**src/rtl/cnn_pkg.sv**
```systemverilog
// cnn_pkg: shared pixel types and channel max helper for the CNN datapath layers.
// Macro MAXPOOL_SIGNED_EN selects two's-complement comparison in px_max (default unsigned).
package cnn_pkg;
    localparam int PX_SIZE        = 8;
    localparam int INPUT_CHANNELS = 3;
    typedef logic [PX_SIZE-1:0] px_t;
    typedef px_t [INPUT_CHANNELS-1:0] chan_vec_t;
    function automatic px_t px_max(input px_t a, input px_t b);
`ifdef MAXPOOL_SIGNED_EN
        return ($signed(a) >= $signed(b)) ? a : b;
`else
        return (a >= b) ? a : b;
`endif
    endfunction
endpackage

```
**src/rtl/maxpool_cmp.sv**
```systemverilog
// maxpool_cmp: combinational channel-wise max of two channel vectors.
// Ports: a, b -- CH channels of PX_SIZE bits each; y -- per-channel max(a, b).
// Macro MAXPOOL_SIGNED_EN selects signed comparison (default unsigned).
module maxpool_cmp #(
    parameter int CH      = 3,
    parameter int PX_SIZE = cnn_pkg::PX_SIZE
) (
    input  logic [CH-1:0][PX_SIZE-1:0] a,
    input  logic [CH-1:0][PX_SIZE-1:0] b,
    output logic [CH-1:0][PX_SIZE-1:0] y
);
    for (genvar c = 0; c < CH; c++) begin : g_ch
        // The shared helper is fixed to the package width; other widths compare inline.
        if (PX_SIZE == cnn_pkg::PX_SIZE) begin : g_pkg
            assign y[c] = cnn_pkg::px_max(a[c], b[c]);
        end else begin : g_gen
`ifdef MAXPOOL_SIGNED_EN
            assign y[c] = ($signed(a[c]) >= $signed(b[c])) ? a[c] : b[c];
`else
            assign y[c] = (a[c] >= b[c]) ? a[c] : b[c];
`endif
        end
    end
endmodule

```
**src/rtl/maxpool_stream.sv**
```systemverilog
// maxpool_stream: streaming 2x2 stride-2 max-pooling over a raster-order pixel stream.
// Ports: clk, rst_n (async active-low); in_px/in_valid/in_ready input stream;
//        out_px/out_valid/out_ready/out_last pooled output stream (out_last on the final window).
// Macro MAXPOOL_SIGNED_EN selects signed channel comparison (default unsigned).
module maxpool_stream #(
    parameter int INPUT_SIZE     = 4,
    parameter int INPUT_CHANNELS = 3,
    parameter int PX_SIZE        = cnn_pkg::PX_SIZE
) (
    input  logic                                   clk,
    input  logic                                   rst_n,
    input  logic [INPUT_CHANNELS-1:0][PX_SIZE-1:0] in_px,
    input  logic                                   in_valid,
    output logic                                   in_ready,
    output logic [INPUT_CHANNELS-1:0][PX_SIZE-1:0] out_px,
    output logic                                   out_valid,
    input  logic                                   out_ready,
    output logic                                   out_last
);
    localparam int CW   = $clog2(INPUT_SIZE);
    localparam int HALF = INPUT_SIZE / 2;
    localparam int LW   = (CW > 1) ? CW - 1 : 1;
    localparam logic [CW-1:0] LAST = CW'(INPUT_SIZE - 1);

    if (INPUT_SIZE < 2 || INPUT_SIZE % 2 != 0) begin : g_bad_size
        $error("maxpool_stream: INPUT_SIZE must be even and at least 2");
    end

    typedef logic [INPUT_CHANNELS-1:0][PX_SIZE-1:0] vec_t;

    logic [CW-1:0] col_q, col_d, row_q, row_d;
    vec_t          h_hold_q, h_hold_d;
    vec_t          lbuf_q [HALF];
    vec_t          lbuf_d [HALF];
    vec_t          out_px_q, out_px_d;
    logic          out_valid_q, out_valid_d;
    logic          out_last_q, out_last_d;
    vec_t          pair, win;
    logic [LW-1:0] idx;
    logic          acc, load;

    assign idx = LW'(col_q >> 1);

    maxpool_cmp #(.CH(INPUT_CHANNELS), .PX_SIZE(PX_SIZE)) u_hcmp (
        .a(h_hold_q), .b(in_px), .y(pair)
    );
    maxpool_cmp #(.CH(INPUT_CHANNELS), .PX_SIZE(PX_SIZE)) u_vcmp (
        .a(lbuf_q[idx]), .b(pair), .y(win)
    );

    // Single-entry output register: accept only when the slot is free or draining.
    assign in_ready  = !out_valid_q || out_ready;
    assign out_px    = out_px_q;
    assign out_valid = out_valid_q;
    assign out_last  = out_last_q;

    always_comb begin
        acc         = in_valid && in_ready;
        load        = acc && col_q[0] && row_q[0];
        col_d       = acc ? ((col_q == LAST) ? '0 : col_q + 1'b1) : col_q;
        row_d       = (acc && col_q == LAST) ? ((row_q == LAST) ? '0 : row_q + 1'b1) : row_q;
        h_hold_d    = (acc && !col_q[0]) ? in_px : h_hold_q;
        lbuf_d      = lbuf_q;
        if (acc && col_q[0] && !row_q[0]) lbuf_d[idx] = pair;
        out_px_d    = load ? win : out_px_q;
        out_last_d  = load ? (col_q == LAST && row_q == LAST) : out_last_q;
        out_valid_d = load || (out_valid_q && !out_ready);
    end

    always_ff @(posedge clk or negedge rst_n) begin
        if (!rst_n) begin
            col_q       <= '0;
            row_q       <= '0;
            out_px_q    <= '0;
            out_valid_q <= 1'b0;
            out_last_q  <= 1'b0;
        end else begin
            col_q       <= col_d;
            row_q       <= row_d;
            out_px_q    <= out_px_d;
            out_valid_q <= out_valid_d;
            out_last_q  <= out_last_d;
        end
    end

    // Partial maxima are always written before being read within a frame, so no reset.
    always_ff @(posedge clk) begin
        h_hold_q <= h_hold_d;
        lbuf_q   <= lbuf_d;
    end
endmodule
```
**config.mk**
```make
export PLATFORM = sky130hd
export DESIGN_NAME = maxpool_stream
export DESIGN_NICKNAME = d
export VERILOG_FILES = /design/src/rtl/cnn_pkg.sv /design/src/rtl/maxpool_cmp.sv /design/src/rtl/maxpool_stream.sv
export SDC_FILE = /design/constraint.sdc
export NUM_CORES = 1
export LEC_CHECK = 0
export CAP_MARGIN = 20
export CORE_UTILIZATION = 57
export DETAILED_ROUTE_END_ITERATION = 7
export PLACE_DENSITY = 0.8
export REMOVE_ABC_BUFFERS = 1
export SETUP_SLACK_MARGIN = 0.1
export SLEW_MARGIN = 20
export SYNTH_ARGS = -nofsm -noshare
export SYNTH_HDL_FRONTEND = slang
export SYNTH_HIERARCHICAL = 1
export SYNTH_SLANG_ARGS = --single-unit
```
**constraint.sdc**
```tcl
create_clock -name clk -period 4.7 [get_ports clk]
set_clock_uncertainty 0.2 [all_clocks]
set_input_delay 0.94 -clock clk [delete_from_list [all_inputs] [get_ports clk]]
set_output_delay 0.94 -clock clk [all_outputs]
set_load 0.1 [all_outputs]
```
==> impl_results.md <==
- PwrDens: 669 nW/um^2
- Relative slew slack: 0.333
- CTS root buf: clkbuf_8
- DP HPWL: 7770 microns
- HP Start: out_px[15]
- Area Overhead vs Synth: 27.4%
- Yosys top cell area share: 0.391
- Power consumption: 4.72 mW
- Chip width: 101 microns
- Top-level I/O count: 55
- Max Buffers Root-to-Sink: 2
- Diodes inserted: 0
- Status: complete, no violations
- Nature of the critical path startpoint: input port
- RD Place Congestion: 0.769
- Grt ovf: 0
- P_int: 2.66 mW
- Clk_lat worst skew: 0.36 ns
- CP top delay family: compound AO/OA/AOI/OAI gates
- Peak supply drop: 0.375 mV
- Largest net degree at the start of global routing: 31
- Leakage: 3.08 nW
- Maxcap violations: 0
- Final worst-path cycle share: 0.976
- 1st-iter DRT viols: 104
- Depth of the worst register-to-register path: 14
- Crit Path Max Fanout: 5
- CTS buffer count: 9
- Hold Path Class: reg2reg
- Tmin final: 4.59 ns
- Nature of the critical path endpoint: register
- DR WL/cell: 17.7 microns
- Flop pwr share: 0.298
- Slew Limit Fails: 0
- Clk slew on worst S/H paths: 0.10 ns
- Final Setup Violations: 0
- Final core occ: 0.756
- Syn Inst Count: 378
- Synth unique cells: 22
- Mapped Area: 5540 sq um
- Synth area leader: edfxtp_1
- Top cells by area, synth: edfxtp_1, mux2_2, dfrtp_1
- Critical Path AT: 4.64 ns
- TritonCTS clock tree: done
- FF-to-FF End: out_px[4]
- Seq/Total Area, Yosys: 0.526
- Detailed Route WL: 11200 microns
- Crit path kind: in2reg
- Hold Path Cell Cnt: 1
- Vias per cell: 5.44
- DRT Pass-1 Iters: 4
- Max Clock Freq: 0.218 GHz
- First-pass GRT wire length: 18000 microns
- DR vias: 3453
- Gr usage total: 0.235
- Layout cells sized above 1: 0.419
- RSZ-0062 raised after global routing: yes
- Syn Area/Cell: 14.6 sq um
- Port Buffers: 54
- DR DRC count: 0
- P_sw: 2.06 mW
- DIE AREA: 10100 sq um
- Vias in the first global route: 3671
- Comb pwr share: 0.572
- FP Rows: 35
- Register bit total from synthesis: 102
- Hold_buf cts: 0
- Total Nets Final: 579
- Worst-Margin Slew: 0.998 ns
- Delay of the slowest cell on the worst path: 0.50 ns
- Share of total power in the clock network: 0.130
- Die Ht: 101 microns
- CP max-delay cell: clkdlybuf4s50_1
- Cell Chain, Critical Path: clkdlybuf4s50_1 -> inv_1 -> ha_2 -> a2111o_1 -> a211oi_4 -> buf_4 -> mux2_4 -> ha_4 -> nand2b_4 -> a2111o_1 -> a211oi_4 -> buf_6 -> mux2_2 -> mux2_4
- Final Hold Viols: 0
- Yosys warns: 6
- Core area: 9330 sq um
- Sw Ratio: 0.437
- Initial Util: 0.593
- Worst Path Buf+Inv: 4
- H-tree Lvls: 3
- Remaining antenna violation count after routing: 0
- Required time worst endpoint: 4.75 ns
- Initial antenna violation count: 0
- R2R Setup Slk: 0.52 ns
- Worst Hold Endpoint: out_px[15]
- R2R Path Start: h_hold_q[0]
- Total clock sinks: 102
logic make-up after synthesis:
logic type	synth area share
fa+ha+maj	0.113
buf+inv	0.0441
compound gates	0.0583
mux	0.217
flops	0.526
simple gates	0.0409
power groups by stage:
stage / combinational (mW) / sequential (mW) / clock (mW)
2_1_floorplan: 1.06 / 2.21 / 0
3_3_place_gp: 2.50 / 1.41 / 0
3_5_place_dp: 2.57 / 1.43 / 0
4_1_cts: 2.65 / 1.41 / 0.623
5_1_grt: 2.86 / 1.43 / 0.663
6_report: 2.70 / 1.41 / 0.614
synth_stat cells:
library cell and number:
nand3_1 1, mux2i_1 1, a211oi_4 6, nand4_4 1
a2111o_1 6, a21oi_1 6, nand2_1 3, ha_1 50
nand4_1 6, nand2b_4 7, a211oi_1 6, o21ai_0 12
nor2_1 9, inv_1 55, and4bb_2 1, nor4b_1 1
buf_2 3, dfrtp_1 30, mux2_2 82, edfxtp_1 72
mux2_4 18, buf_6 2
placed cells by master, fill, tap and decap left out, types with 2 or more instances in the layout:
master           netlist  final
a2111o_1               6      6
a211oi_1               6      3
a211oi_2               0      3
a211oi_4               6      6
a21oi_1                6      2
a21oi_2                0      4
buf_12                 0      2
buf_4                  0     53
buf_6                  2      9
bufinv_16              0      2
clkbuf_8               0      9
clkdlybuf4s50_1        0     42
dfrtp_1               30     30
dlygate4sd2_1          0      4
dlymetal6s2s_1         0      5
edfxtp_1              72     72
ha_1                  50     45
ha_2                   0      3
ha_4                   0      2
inv_1                 55     55
inv_6                  0      3
mux2_2                82     76
mux2_4                18     24
nand2_1                3      3
nand2b_4               7      7
nand4_1                6      6
nor2_1                 9      5
nor2_2                 0      4
o21ai_0               12      7
o21ai_1                0      5
layout make-up:
cell class              count  area, sq um
flip-flops and latches    102         2910
multi-input cells         216         2480
fillers                   591         2280
repair buffers            117         1070
inverters                  55          206
well taps                 129          161
clock buffers               9          124
clock inverters             7         95.1
per-stage QoR:
stage	hold slack [ns]	instance area [sq um]	instances	setup TNS (ns)	worst slack (ns)
2_1_floorplan	0.284	5500	373	-0.492	-0.0205
4_1_cts	0.321	6950	633	0	0.124
5_1_grt	0.338	7050	635	0	0.0189
3_5_place_dp	0.298	6610	610	-8.81	-0.441
3_3_place_gp	0.293	6610	610	-7.26	-0.411
6_report	0.318	7050	635	0	0.111
flip-flops by register name, summed over array words and instances (netlist names):
signal	cells
out_px	24
row_q	2
out_valid	1
col_q	2
lbuf_q	48
h_hold_q	24
out_last	1
routing by layer:
layer  part of all wire  vias up  global-route usage
li1                   -     1638                   -
met1               0.44     1736               0.303
met2               0.52       65               0.418
met3              0.026       14              0.0229
met4              0.015        0              0.0758
met5                  0        -                   0
worst max path at each step:
stage	start	endpoint	slack, ns	cells past startpoint
floorplan	out_ready	lbuf_q[24]	-0.02	3
global placement	in_px[0]	out_px[3]	-0.41	14
detailed placement	in_px[0]	out_px[3]	-0.44	14
CTS	in_px[2]	out_px[4]	0.12	14
global route	in_px[6]	out_px[4]	0.02	17
finish	in_px[3]	out_px[4]	0.11	14
timing repair:
| item | in CTS | in global routing |
|---|---|---|
| pin swaps | 12 | 19 |
| cloned | 0 | 0 |
| gates resized for setup | 18 | 31 |
| buffers inserted | 7 | 2 |
| setup endpoints to repair | 24 | 24 |
Note: power is estimated with default switching activity, not from simulation.
